$ cat src/rtl/period_meter.sv
// Measures period and high time of a slow asynchronous square wave in clk cycles,
// with a valid/ready result handshake, sticky overrun and stall detection.
module period_meter #(
    parameter int unsigned CNT_W   = 32,
    parameter int unsigned TIMEOUT = 400000000
) (
    input  logic             clk,
    input  logic             rst,
    input  logic             sig_in,
    output logic [CNT_W-1:0] period,
    output logic [CNT_W-1:0] high_time,
    output logic             meas_valid,
    input  logic             meas_ready,
    output logic             overrun,
    output logic             stalled
);
    typedef enum logic [1:0] {WAIT_EDGE, MEAS_HIGH, MEAS_LOW, STALL} state_t;

    localparam logic [CNT_W-1:0] LAST = CNT_W'(TIMEOUT - 1);

    // Counters saturate into STALL at TIMEOUT, so TIMEOUT must fit in CNT_W bits.
    if (TIMEOUT < 2 || (CNT_W < 64 && 64'(TIMEOUT) >= (64'd1 << CNT_W))) begin : g_bad_timeout
        $error("period_meter: TIMEOUT must satisfy 2 <= TIMEOUT < 2**CNT_W");
    end

    state_t           r_state, w_next;
    logic             r_s1, r_s2, r_sprev, r_armed;
    logic [1:0]       r_vld;
    logic [CNT_W-1:0] r_cnt, r_hi;
    logic             w_rise, w_fall, w_timeout, w_done, w_take;

    // r_vld marks when s2 holds a real sample; a rise counts only after s2 was seen low,
    // so a wave already high at reset release needs a genuine low-to-high transition.
    always_ff @(posedge clk) begin
        if (rst) begin
            r_s1    <= 1'b0;
            r_s2    <= 1'b0;
            r_sprev <= 1'b0;
            r_vld   <= 2'b00;
            r_armed <= 1'b0;
        end else begin
            r_s1    <= sig_in;
            r_s2    <= r_s1;
            r_sprev <= r_s2;
            r_vld   <= {r_vld[0], 1'b1};
            if (r_vld[1] && !r_s2)
                r_armed <= 1'b1;
        end
    end

    assign w_rise    = r_s2 & ~r_sprev & r_armed;
    assign w_fall    = ~r_s2 & r_sprev;
    assign w_timeout = (r_cnt == LAST) & ~w_rise;
    assign w_take    = meas_valid & meas_ready;

    always_ff @(posedge clk) begin
        if (rst)
            r_state <= WAIT_EDGE;
        else
            r_state <= w_next;
    end

    always_comb begin
        w_next = r_state;
        case (r_state)
            WAIT_EDGE: begin
                if (w_rise)         w_next = MEAS_HIGH;
                else if (w_timeout) w_next = STALL;
            end
            MEAS_HIGH: begin
                if (w_rise)         w_next = MEAS_HIGH;
                else if (w_timeout) w_next = STALL;
                else if (w_fall)    w_next = MEAS_LOW;
            end
            MEAS_LOW: begin
                if (w_rise)         w_next = MEAS_HIGH;
                else if (w_timeout) w_next = STALL;
            end
            STALL: begin
                if (w_rise)         w_next = MEAS_HIGH;
            end
            default:                w_next = WAIT_EDGE;
        endcase
    end

    always_comb begin
        w_done  = 1'b0;
        stalled = 1'b0;
        case (r_state)
            MEAS_HIGH, MEAS_LOW: w_done  = w_rise;
            STALL:               stalled = 1'b1;
            default: ;
        endcase
    end

    // The rise cycle itself counts as cycle 1 of the new period.
    always_ff @(posedge clk) begin
        if (rst) begin
            r_cnt <= '0;
            r_hi  <= '0;
        end else if (w_rise) begin
            r_cnt <= CNT_W'(1);
            r_hi  <= CNT_W'(1);
        end else if (w_next == STALL) begin
            r_cnt <= '0;
            r_hi  <= '0;
        end else begin
            r_cnt <= r_cnt + CNT_W'(1);
            if (r_state == MEAS_HIGH && !w_fall)
                r_hi <= r_hi + CNT_W'(1);
        end
    end

    always_ff @(posedge clk) begin
        if (rst) begin
            period     <= '0;
            high_time  <= '0;
            meas_valid <= 1'b0;
            overrun    <= 1'b0;
        end else if (w_done && (!meas_valid || w_take)) begin
            period     <= r_cnt;
            high_time  <= r_hi;
            meas_valid <= 1'b1;
        end else if (w_done) begin
            overrun    <= 1'b1;
        end else if (w_take) begin
            meas_valid <= 1'b0;
            overrun    <= 1'b0;
        end
    end
endmodule
$ cat config.mk
export PLATFORM = sky130hd
export DESIGN_NAME = period_meter
export DESIGN_NICKNAME = d
export VERILOG_FILES = /design/src/rtl/period_meter.sv
export SDC_FILE = /design/constraint.sdc
export NUM_CORES = 1
export LEC_CHECK = 0
export ABC_AREA = 1
export CORE_MARGIN = 4
export CORE_UTILIZATION = 45
export CTS_BUF_LIST = sky130_fd_sc_hd__clkbuf_4
export DETAILED_ROUTE_END_ITERATION = 8
export GPL_TIMING_DRIVEN = 0
export PLACE_DENSITY = 0.69
export SLEW_MARGIN = 10
export SYNTH_ARGS = -nofsm -noshare
export SYNTH_HDL_FRONTEND = slang
export SYNTH_SLANG_ARGS = --single-unit
$ cat constraint.sdc
create_clock -name clk -period 4.1 [get_ports clk]
set_input_delay 0.82 -clock clk [delete_from_list [all_inputs] [get_ports clk]]
set_output_delay 0.82 -clock clk [all_outputs]
set_load 0.01 [all_outputs]
# Word level (Yosys, flattened, before mapping)
# Cells that the tools add are included.
[op_classes]
n_addsub = 2
eq_ne = 6
n_mux = 19
n_bitwise = 9
n_reduce_logical = 16
[ops]
columns = ["operator", "n"]
rows = [
  ["adder 32 x 1 -> 32 bit, second input constant", 2],
  ["== test 32 x 29 -> 1 bit, second input constant", 1],
  ["two-way mux 1 bit", 12],
  ["two-way mux 2 bit", 6],
  ["== test 2 bit, second input constant", 3],
  ["one-hot mux 2 bit (3 select lines)", 1],
  ["bitwise AND 1 bit", 5],
  ["inverter 1 bit", 4],
  ["AND reduction 2 bit", 2],
  ["nonzero test 2 bit", 2],
  ["OR reduction 2 bit", 2],
  ["logical AND 1 bit", 3],
  ["logical NOT 1 bit", 3],
  ["nonzero test 3 bit", 1],
  ["OR reduction 3 bit", 1],
  ["== test 2 x 1 -> 1 bit, second input constant", 1],
  ["logical NOT 2 bit", 1],
  ["inequality test 2 x 1 -> 1 bit, second input constant", 1],
  ["logical OR 1 bit", 1],
]
[totals]
regBits = 138
output_inout_bits = 67

# Longest topological paths before layout
# Gate-level depths: netlist of the first run.
[logic_depth]
depth_word = 11
depth_mapped = 11

# Worst setup path before layout of the first run
# OpenSTA, ideal clock, no wires.
[synth_path]
path_kind = "input-to-reg"
startpoint = "input rst"
endpoint = "register period[17]"
setup_ns = 0.065
t_arrival_ns = 1.695
t_required_ns = 4.035
setup_slack_ns = 2.341
cell_stages = 6
n_path_buf = 3
cell_sequence = "buf_6 -> inv_1 -> clkbuf_1 -> clkbuf_1 -> o21ai_0 -> nor2_1"
[synth_rtl]
columns = ["item", "line_no", "rtl"]
rows = [
  ["start, declared", "8", "input logic rst,"],
  ["end signal, assigned", "121", "period <= r_cnt;"],
  ["end, declared", "10", "output logic [CNT_W-1:0] period,"],
]

# Worst setup path after layout of the first run
[layout_path]
startpoint = "register r_state[0]"
endpoint = "output stalled"
[layout_between]
elab_chain_len = 2
[layout_rtl]
columns = ["item", "line_no", "rtl"]
rows = [
  ["start, declared", "26", "state_t r_state, w_next;"],
  ["start signal, assigned", "60", "r_state <= w_next;"],
  ["== test 2 bit", "89", "case (r_state)"],
  ["two-way mux 1 bit", "89", ""],
  ["end, declared", "15", "output logic stalled"],
]
# No other way between the ends.

==> impl_metrics.toml, run 1 <==
[outcome]
status = "finished, final reports clean"

[timing]
tns_ns = 0
slew_headroom_pct = 49.4
setup_ws_ns = 1.59
max_freq_ghz = 0.399
rsz0062_at_grt = "false"
drv_slew = 0
period_share_pct = 61.2
hold_viol_final = 0
setup_viol = 0
finalCriticalPeriod_ns = 2.51
tightest_slew_ns = 0.753
skew_ns = 0.0121

[clock_network]
post_cts_buffers = 0
clock-root-buffer = "clkbuf_4"
clk_pin_slew_worst_paths_ns = 0.12
cts_hold_buf = 0
numCtsBuffers = 17
cts_resized = 0
htreeDepth = 4
clk_latency_ns = 0.56
cts_max_path_buffers = 2
clock-sinks = 138
cts_tree = "built"

[setup_path]
cp.arrival_ns = 1.69
path_class = "flop to output pin"
crit_path_cell_trace = "ha_1, clkdlybuf4s50_1"
crit_path_end_kind = "output pin"
required_ns = 3.28
path_max_fanout = 4
critPathMaxStageDelay_ns = 0.54
critPathLaunchType = "flop"
slowest_stage = "clkdlybuf4s50_1"

[floorplanning]
pin_count = 71
die_area_mm2 = 0.0159
placementRows = 42
start_util_pct = 46.5
fp.dieW_um = 126
die_h_um = 126
core_region_area_mm2 = 0.0135

[routing]
route.detailed.drc = 0
drt_first_iter_violations = 475
dr.pass1.iters = 5
vias_per_cell = 4.88
drtAntennaViolNets = 0
wirelength_um = 15700
avgRoutedWirePerCell_um = 13.7
num_vias = 5573

[finish]
layout-drive-gt1-share_pct = 6.20
diodes = 0
final_nets = 965
fin_cells = 1143
area_growth_syn_to_layout_pct = 19.1
fill_cells = 1361

[power_and_ir_drop]
seqPwrFrac_pct = 57.6
ir_drop_v = 0.000206
power_switching_w = 0.000564
switching_share_pct = 24.0
comb_power_share_pct = 3.0
leakage_nw = 2.64
power_frac_clock_pct = 39.4
power_density_mw_per_mm2 = 315
p_int_w = 0.00178

[global_route]
grt_use_total_pct = 20.4
grt_pass1_vias = 5223
grt_pass1_wl_um = 26300
grt_remaining_overflow = 0
antenna_found_initial = 0
grt_max_degree = 17

[logic_synthesis]
ys_ff_latch = 138
ys_seq_area_share_pct = 44.1
synth_fp_nets = 877
synth_warnings = 0
synth.distinct_cells = 32
syn-mean-instance-area_um2 = 7.23
netlist_area_mm2 = 0.00626
netlist_instances = 866

[placement]
io_buffer_count = 69
place_hpwl_um = 11700
routabilityCongestion = 0.882
placed_cells = 1111
pre_cts_slack_ns = 1.43

[min_path]
hold_path_class = "flop to flop"

[job]
drv_cap = 0
==> worst paths after layout <==
kind	start	end	slack, ns	cells past startpoint
worst min-delay path	r_vld[0]$_DFF_P_	r_vld[1]$_SDFF_PP0_	0.42	2
worst min register to register	r_vld[0]$_DFF_P_	r_vld[1]$_SDFF_PP0_	0.42	2
worst max register to register	r_state[0]$_SDFF_PP0_	high_time[7]$_SDFFE_PP0P_	1.88	9
worst max-delay path	r_state[0]$_SDFF_PP0_	stalled	1.59	2
==> registers in the layout (all words and copies together) (netlist names) <==
| name | flops |
|---|---|
| r_state | 2 |
| period | 32 |
| r_cnt | 32 |
| r_s2 | 1 |
| overrun | 1 |
| r_s1 | 1 |
| r_sprev | 1 |
| meas_valid | 1 |
| high_time | 32 |
| r_hi | 32 |
| r_armed | 1 |
| r_vld | 2 |
==> placed cells by master, fill, tap and decap left out, types with 4 or more instances in the layout <==
master	synthesis	routed
nor2_2	10	10
nor2_1	180	180
clkdlybuf4s50_1	0	69
clkbuf_1	21	21
buf_2	4	4
nand3_1	29	29
clkinv_2	0	5
inv_1	100	100
dfxtp_1	138	138
clkbuf_4	0	17
xor2_1	45	45
nand4_1	11	11
a21oi_1	63	63
o21ai_0	67	67
nand2_1	137	137
ha_1	7	7
buf_8	5	5
nor3_1	26	26
==> worst max-delay path: cells and delay by family (launching register included) <==
kind                     cells  cell delay, ns
buffers and inverters        1            0.54
flip-flops                   1            0.41
adder cells (fa/ha/maj)      1            0.18
==> per-layer routing <==
layer | GRT usage [%] | up-vias | wire length, µm
met5 | 0 | - | 0
li1 | - | 2911 | -
met1 | 29.9 | 2500 | 7990
met3 | 4.74 | 24 | 874
met4 | 5.99 | 0 | 202
met2 | 29.9 | 138 | 6580
==> synthesized netlist by cell type <==
cell type,n,area [µm²]
inv_1,100,375
ha_1,7,87.6
buf_6,1,11.3
a21oi_1,63,315
nor3b_2,1,12.5
o21ai_1,1,5.00
a21oi_2,1,8.76
xor2_1,45,394
buf_8,5,75.1
nand3b_1,3,22.5
nand2_8,1,20.0
nor3b_1,2,15.0
nor2_2,10,62.6
dfxtp_1,138,2760
nor3_1,26,130
nand2_2,2,12.5
nor2_1,180,676
inv_2,1,3.75
nand4_1,11,68.8
nand3_2,1,10.0
nor4_1,1,6.26
nand3_4,1,17.5
clkbuf_1,21,78.8
and2_2,1,7.51
a311oi_1,1,8.76
buf_2,4,20.0
nand3_1,29,145
nor2_4,1,11.3
buf_12,1,20.0
o21ai_0,67,335
xnor2_1,3,26.3
nand2_1,137,514
==> power groups by stage <==
stage                     sequential, W  clock (W)  combinational, W
after floorplan                 0.00138          0         0.0000499
after detailed placement        0.00138          0         0.0000704
final                           0.00135   0.000924         0.0000705
after CTS                       0.00135   0.000940         0.0000707
after global routing            0.00135   0.000991         0.0000784
after global placement          0.00138          0         0.0000701
==> final cells by class <==
class | count | area [µm²] | share of cell area (%)
Multi-Input combinational cell | 595 | 2910 | 39.1
Sequential cell | 138 | 2760 | 37.1
Timing Repair Buffer | 69 | 691 | 9.26
Inverter | 101 | 379 | 5.08
Tap cell | 176 | 220 | 2.95
Buffer | 32 | 205 | 2.75
Clock inverter | 15 | 158 | 2.11
Clock buffer | 17 | 128 | 1.71
==> cell families after synthesis <==
family          after synthesis  synth area share, %
buf+inv                     133                 9.33
flops                       138                 44.1
xor+xnor                     48                 6.72
fa+ha+maj                     7                 1.40
compound gates              133                 10.8
simple gates                407                 27.7
==> metrics by stage <==
step	total power, W	hold slack, ns	instance area (µm²)	utilization [%]
6_report	0.00235	0.419	7460	55.4
5_1_grt	0.00242	0.421	7460	55.4
4_1_cts	0.00236	0.418	7460	55.4
3_5_place_dp	0.00145	0.401	7170	53.3
3_3_place_gp	0.00145	0.394	7170	53.3
2_1_floorplan	0.00143	0.388	6260	-
(Power assumes the default switching activity.)
==> inputs of run 2 (changes only) <==
--- a/config.mk
+++ b/config.mk
@@ -11,7 +11,7 @@
 export CTS_BUF_LIST = sky130_fd_sc_hd__clkbuf_4
 export DETAILED_ROUTE_END_ITERATION = 8
 export GPL_TIMING_DRIVEN = 0
-export PLACE_DENSITY = 0.69
+export PLACE_DENSITY = 0.72
 export SLEW_MARGIN = 10
 export SYNTH_ARGS = -nofsm -noshare
 export SYNTH_HDL_FRONTEND = slang
==> constraint.sdc (replaced) <==
create_clock -name clk -period 2.2 [get_ports clk]
set_input_delay 0.44 -clock clk [delete_from_list [all_inputs] [get_ports clk]]
set_output_delay 0.44 -clock clk [all_outputs]
set_load 0.01 [all_outputs]
==> run 2 against run 1 <==
Via count hardly changed. Worst hold slack worse by 0.34 ns. Core utilization is 0.14 points lower. Sequential power is 87% higher. Wire length is 3.7% lower. Register-to-register slack worse by 1.7 ns. Final area is 0.25% lower. Critical path depth stayed put. Flip-flop and latch count stayed put. Count of clock-buffer cells in the layout is 3 higher. Worst setup slack worse by 1.5 ns.
==> impl_metrics.toml, run 2 (synthesis gave the netlist of run 1 again) <==
[setup_path]
critPathCapture = "stalled"
critPathMaxStageDelay_ns = 0.54
reg2reg_from = "r_cnt[0]$_SDFF_PP0_"
crit_cells = 2
r2r_end = "r_cnt[15]$_SDFF_PP0_"
crit_buf_inv = 1
crit_path_cell_trace = "ha_1, clkdlybuf4s50_1"
reg2reg_setup_slack_ns = 0.17
worst_r2r_path_depth = 11
cp.arrival_ns = 1.63
cp_top_family = "buffers and inverters"
slowest_stage = "clkdlybuf4s50_1"
crit_path_end_kind = "output pin"
path_max_fanout = 4
path_class = "flop to output pin"
critPathLaunch = "r_state[0]$_SDFF_PP0_"
required_ns = 1.76
critPathLaunchType = "flop"

[finish]
multiInputGateArea_mm2 = 0.00292
layout_common_cells = "nor2_1 (179), nand2_1 (137), dfxtp_1 (136), inv_1 (100), clkdlybuf4s50_1 (69)"
area_growth_syn_to_layout_pct = 18.8
final_util_pct = 55.3
seqCellArea_mm2 = 0.00277
fill_cells = 1331
layout-drive-gt1-share_pct = 7.14
layout_commonest_cell = "nor2_1"
final_nets = 965

[clock_network]
cts_tree = "built"
cts_hold_buf = 0
clock-sinks = 138
numCtsBuffers = 17
clock-root-buffer = "clkbuf_4"
cts_max_path_buffers = 2
clk_latency_ns = 0.56
clk_pin_slew_worst_paths_ns = 0.11
post_cts_buffers = 0
htreeDepth = 4

[routing]
drtAntennaViolNets = 0
wirelength_um = 15100
drt_first_iter_violations = 376
num_vias = 5572
route.detailed.drc = 0
avgRoutedWirePerCell_um = 13.2
vias_per_cell = 4.87
dr.pass1.iters = 5

[outcome]
status = "finished, final reports clean"

[floorplanning]
placementRows = 42
fp.dieW_um = 126
start_util_pct = 46.5
core_region_area_mm2 = 0.0135
die_h_um = 126
die_area_mm2 = 0.0159
pin_count = 71

[power_and_ir_drop]
power_density_mw_per_mm2 = 550
leakage_nw = 2.66
ir_drop_v = 0.000355
p_total_w = 0.00409

[global_route]
antenna_found_initial = 1
grt_pass1_vias = 4986
grt_pass1_wl_um = 24900
grt_max_degree = 17
grt_use_total_pct = 19.4
grt_remaining_overflow = 0

[timing]
finalCriticalPeriod_ns = 2.07
max_freq_ghz = 0.482
period_share_pct = 94.2
tightest_slew_ns = 0.687
rsz0062_at_grt = "false"
setup_viol = 0
drv_slew = 0
slew_headroom_pct = 53.8
skew_ns = 0.0107
whs_ns = 0.0819
hold_viol_final = 0
tns_ns = 0

[placement]
routabilityCongestion = 0.901
place_hpwl_um = 11500
io_buffer_count = 69

[min_path]
hold-path-cell-count = 2
hold_start = "rst"
hold_path_class = "input pin to flop"

[job]
drv_cap = 0
==> run 2: how the worst min path moves through the flow <==
stage,end
after global routing,r_vld[1]$_SDFF_PP0_
after floorplan,r_s2$_SDFF_PP0_
after CTS,meas_valid$_SDFFE_PP0P_
final,r_s1$_SDFF_PP0_
after detailed placement,r_s2$_SDFF_PP0_
after global placement,r_vld[1]$_SDFF_PP0_
==> run 2: what timing repair did <==
action                                 CTS  global route
endpoints found under the hold margin    0             0
setup endpoints to repair                6           126
resized for setup                        3            22
==> run 2: final cells by class <==
cell class / count / share of cell area, %
inverters: 101 / 5.10
flip-flops and latches: 138 / 37.2
clock inverters: 12 / 1.11
well taps: 176 / 2.96
multi-input cells: 595 / 39.3
repair buffers: 69 / 9.29
plain buffers: 32 / 2.99
clock buffers: 20 / 2.02
diodes: 1 / 0.0336
==> run 2: power breakdown <==
part           switching [W]  internal (W)  total (W)  leakage [nW]
registers          0.0000125       0.00251    0.00252          1.11
logic              0.0000821     0.0000488   0.000131          1.42
clock network       0.000873      0.000567    0.00144         0.128
total               0.000968       0.00313    0.00409          2.66
==> run 2: per-stage QoR <==
step | setup WS, ns | instance area, µm² | cells
after global placement | -0.0130 | 7170 | 1111
after global routing | 0.0220 | 7440 | 1144
final | 0.127 | 7440 | 1144
after floorplan | 0.478 | 6260 | 866
after CTS | 0.0137 | 7410 | 1143
after detailed placement | -0.0321 | 7170 | 1111
==> run 2: worst reg2reg max path, stage by stage (launching register included) <==
cell and delay (ns):
dfxtp_1 0.40, ha_2 0.26, nand3_4 0.13, nor2_4 0.16
nand2_2 0.12, inv_2 0.10, nand3_1 0.09, a21oi_2 0.17
nand2_2 0.13, nand2_8 0.16, buf_8 0.16, nor2_1 0.05
==> run 2: layer usage <==
metal  track usage [%]  vias to the layer above  wire length [µm]
met5                 0                        -                 0
met4              6.56                        0               203
met3              5.08                       18               865
met2              28.0                      135              6330
met1              28.0                     2504              7680
li1                  -                     2915                 -
==> inputs of run 3 (changes only) <==
--- a/config.mk
+++ b/config.mk
@@ -11,7 +11,7 @@
 export CTS_BUF_LIST = sky130_fd_sc_hd__clkbuf_4
 export DETAILED_ROUTE_END_ITERATION = 8
 export GPL_TIMING_DRIVEN = 0
-export PLACE_DENSITY = 0.72
+export PLACE_DENSITY_LB_ADDON = 0.15
 export SLEW_MARGIN = 10
 export SYNTH_ARGS = -nofsm -noshare
 export SYNTH_HDL_FRONTEND = slang
==> constraint.sdc (replaced) <==
create_clock -name clk -period 2.4 [get_ports clk]
set_input_delay 0.48 -clock clk [delete_from_list [all_inputs] [get_ports clk]]
set_output_delay 0.48 -clock clk [all_outputs]
set_load 0.01 [all_outputs]
==> run 3 against run 2 <==
Sequential power fell by 8.3%. Clock power rose by 15%. Die area did not move. Count of clock-buffer cells in the layout fell by 3. Power barely moved. Global-route usage rose by 0.84 points. Flip-flop and latch count did not move. Sequential share of layout area fell by 0.25 points. Critical endpoint is now period[17]$_SDFFE_PP0P_. Highest routed layer unchanged.
==> impl_metrics.toml, run 3 (synthesis gave the netlist of run 1 again) <==
[outcome]
status = "finished, final reports clean"

[global_route]
met3_usage_pct = 5.46
grt_remaining_overflow = 0
grt_use_total_pct = 20.2
gr-usage-met1_pct = 29.7
grtUsageMet2_pct = 29.5
grt_max_degree = 17
top_usage_layer = "met1"
grt_pass1_wl_um = 26100
antenna_found_initial = 0
grt_pass1_vias = 5282

[setup_path]
critPathMaxStageDelay_ns = 0.45
r2r_end = "period[17]$_SDFFE_PP0P_"
critPathLaunchType = "flop"
reg2reg_setup_slack_ns = 0.25
crit_path_cell_trace = "inv_1, ha_1, inv_1, nor2_1, nand2_1, inv_1, buf_2, clkbuf_1, nor2_1, nor2_1"
required_ns = 2.89
crit_path_end_kind = "flop"
slowest_stage = "clkbuf_1"
worst_r2r_path_depth = 10
path_class = "flop to flop"
path_max_fanout = 10
cp.arrival_ns = 2.64
reg2reg_from = "r_state[0]$_SDFF_PP0_"

[timing]
hold_viol_final = 0
finalCriticalPeriod_ns = 2.15
tightest_slew_ns = 0.748
period_share_pct = 89.7
tns_ns = 0
slew_headroom_pct = 49.8
max_freq_ghz = 0.465
rsz0062_at_grt = "false"
setup_viol = 0
skew_ns = 0.0214
drv_slew = 0

[power_and_ir_drop]
leakage_nw = 2.65
ir_drop_v = 0.000432
power_density_mw_per_mm2 = 547

[routing]
vias_per_cell = 4.90
num_vias = 5595
wirelength_um = 15500
drtAntennaViolNets = 0
dr.pass1.iters = 5
route.detailed.drc = 0
drt_first_iter_violations = 425
avgRoutedWirePerCell_um = 13.6

[min_path]
hold_path_class = "input pin to flop"
hold-path-cell-count = 2
hold_start = "rst"
whs_endpoint = "r_s2$_SDFF_PP0_"

[floorplanning]
placementRows = 42
core_region_area_mm2 = 0.0135
start_util_pct = 46.5
fp.dieW_um = 126
die_area_mm2 = 0.0159
die_h_um = 126
pin_count = 71

[clock_network]
clock-root-buffer = "clkbuf_4"
cts_max_path_buffers = 2
numCtsBuffers = 17
htreeDepth = 4
clk_latency_ns = 0.56
cts_tree = "built"
clock-sinks = 138
clk_pin_slew_worst_paths_ns = 0.11

[finish]
layout-drive-gt1-share_pct = 6.20
final_nets = 965
area_growth_syn_to_layout_pct = 19.5
diodes = 0
final_util_pct = 55.6
layout_commonest_cell = "nor2_1"
layout_common_cells = "nor2_1 (180), dfxtp_1 (138), nand2_1 (137), inv_1 (100), clkdlybuf4s50_1 (69)"

[placement]
io_buffer_count = 69
place_hpwl_um = 11800
routabilityCongestion = 0.877

[job]
drv_cap = 0
run 3: cell types whose count changed in the layout (fill, tap and decap cells not counted), moves of 3 or more:
cell,delta
clkbuf_1,+7
clkbuf_2,-4
clkbuf_4,-5
bufinv_16,+3
run 3: worst max-delay path by stage:
stage	startpoint	end	slack (ns)	depth (start not counted)
final	r_state[0]$_SDFF_PP0_	period[17]$_SDFFE_PP0P_	0.25	10
after global routing	r_state[0]$_SDFF_PP0_	period[13]$_SDFFE_PP0P_	0.005	10
after CTS	r_state[0]$_SDFF_PP0_	high_time[24]$_SDFFE_PP0P_	0.20	10
after detailed placement	meas_ready	period[17]$_SDFFE_PP0P_	0.15	9
after global placement	meas_ready	high_time[7]$_SDFFE_PP0P_	0.14	8
after floorplan	r_cnt[0]$_SDFF_PP0_	r_hi[16]$_SDFFE_PP0P_	0.68	11
run 3: critical path, delay by kind of cell, from the launching register on:
family        cells  cell delay, ns
simple gates      4            0.48
flops             1            0.39
buf+inv           5            0.94
fa+ha+maj         1            0.28
run 3: timing repair:
| action | 4_1_cts | 5_1_grt |
|---|---|---|
| hold buffers | 0 | 0 |
| gates resized for setup | 0 | 2 |
| buffers inserted | 0 | 0 |
| endpoints found under the setup margin | 0 | 1 |
run 3: layout make-up:
| type | instances | area [µm²] |
|---|---|---|
| Fill cell | 1396 | 5970 |
| Clock inverter | 15 | 181 |
| Buffer | 32 | 206 |
| Inverter | 101 | 379 |
| Timing Repair Buffer | 69 | 691 |
| Sequential cell | 138 | 2760 |
| Tap cell | 176 | 220 |
| Multi-Input combinational cell | 595 | 2910 |
| Clock buffer | 17 | 128 |
run 3: report_power, final:
group          leakage (nW)  switching, W  internal [W]
Sequential             1.11     0.0000109       0.00230
Combinational          1.38     0.0000749     0.0000442
Clock                 0.157      0.000856      0.000806
run 3: metrics by stage:
stage,hold slack (ns),cells,power [W],cell area [µm²],setup WS [ns]
2_1_floorplan,0.388,866,0.00245,6260,0.678
3_3_place_gp,0.391,1111,0.00248,7170,0.140
3_5_place_dp,0.396,1111,0.00248,7170,0.151
4_1_cts,0.104,1143,0.00413,7480,0.196
5_1_grt,0.0815,1143,0.00424,7480,0.00544
6_report,0.132,1143,0.00409,7480,0.247
run 3: metal layers:
metal / vias to the layer above / part of all wire (%)
met2: 141 / 42
met1: 2536 / 51
li1: 2905 / -
met5: - / 0
met3: 13 / 5.6
met4: 0 / 1.1
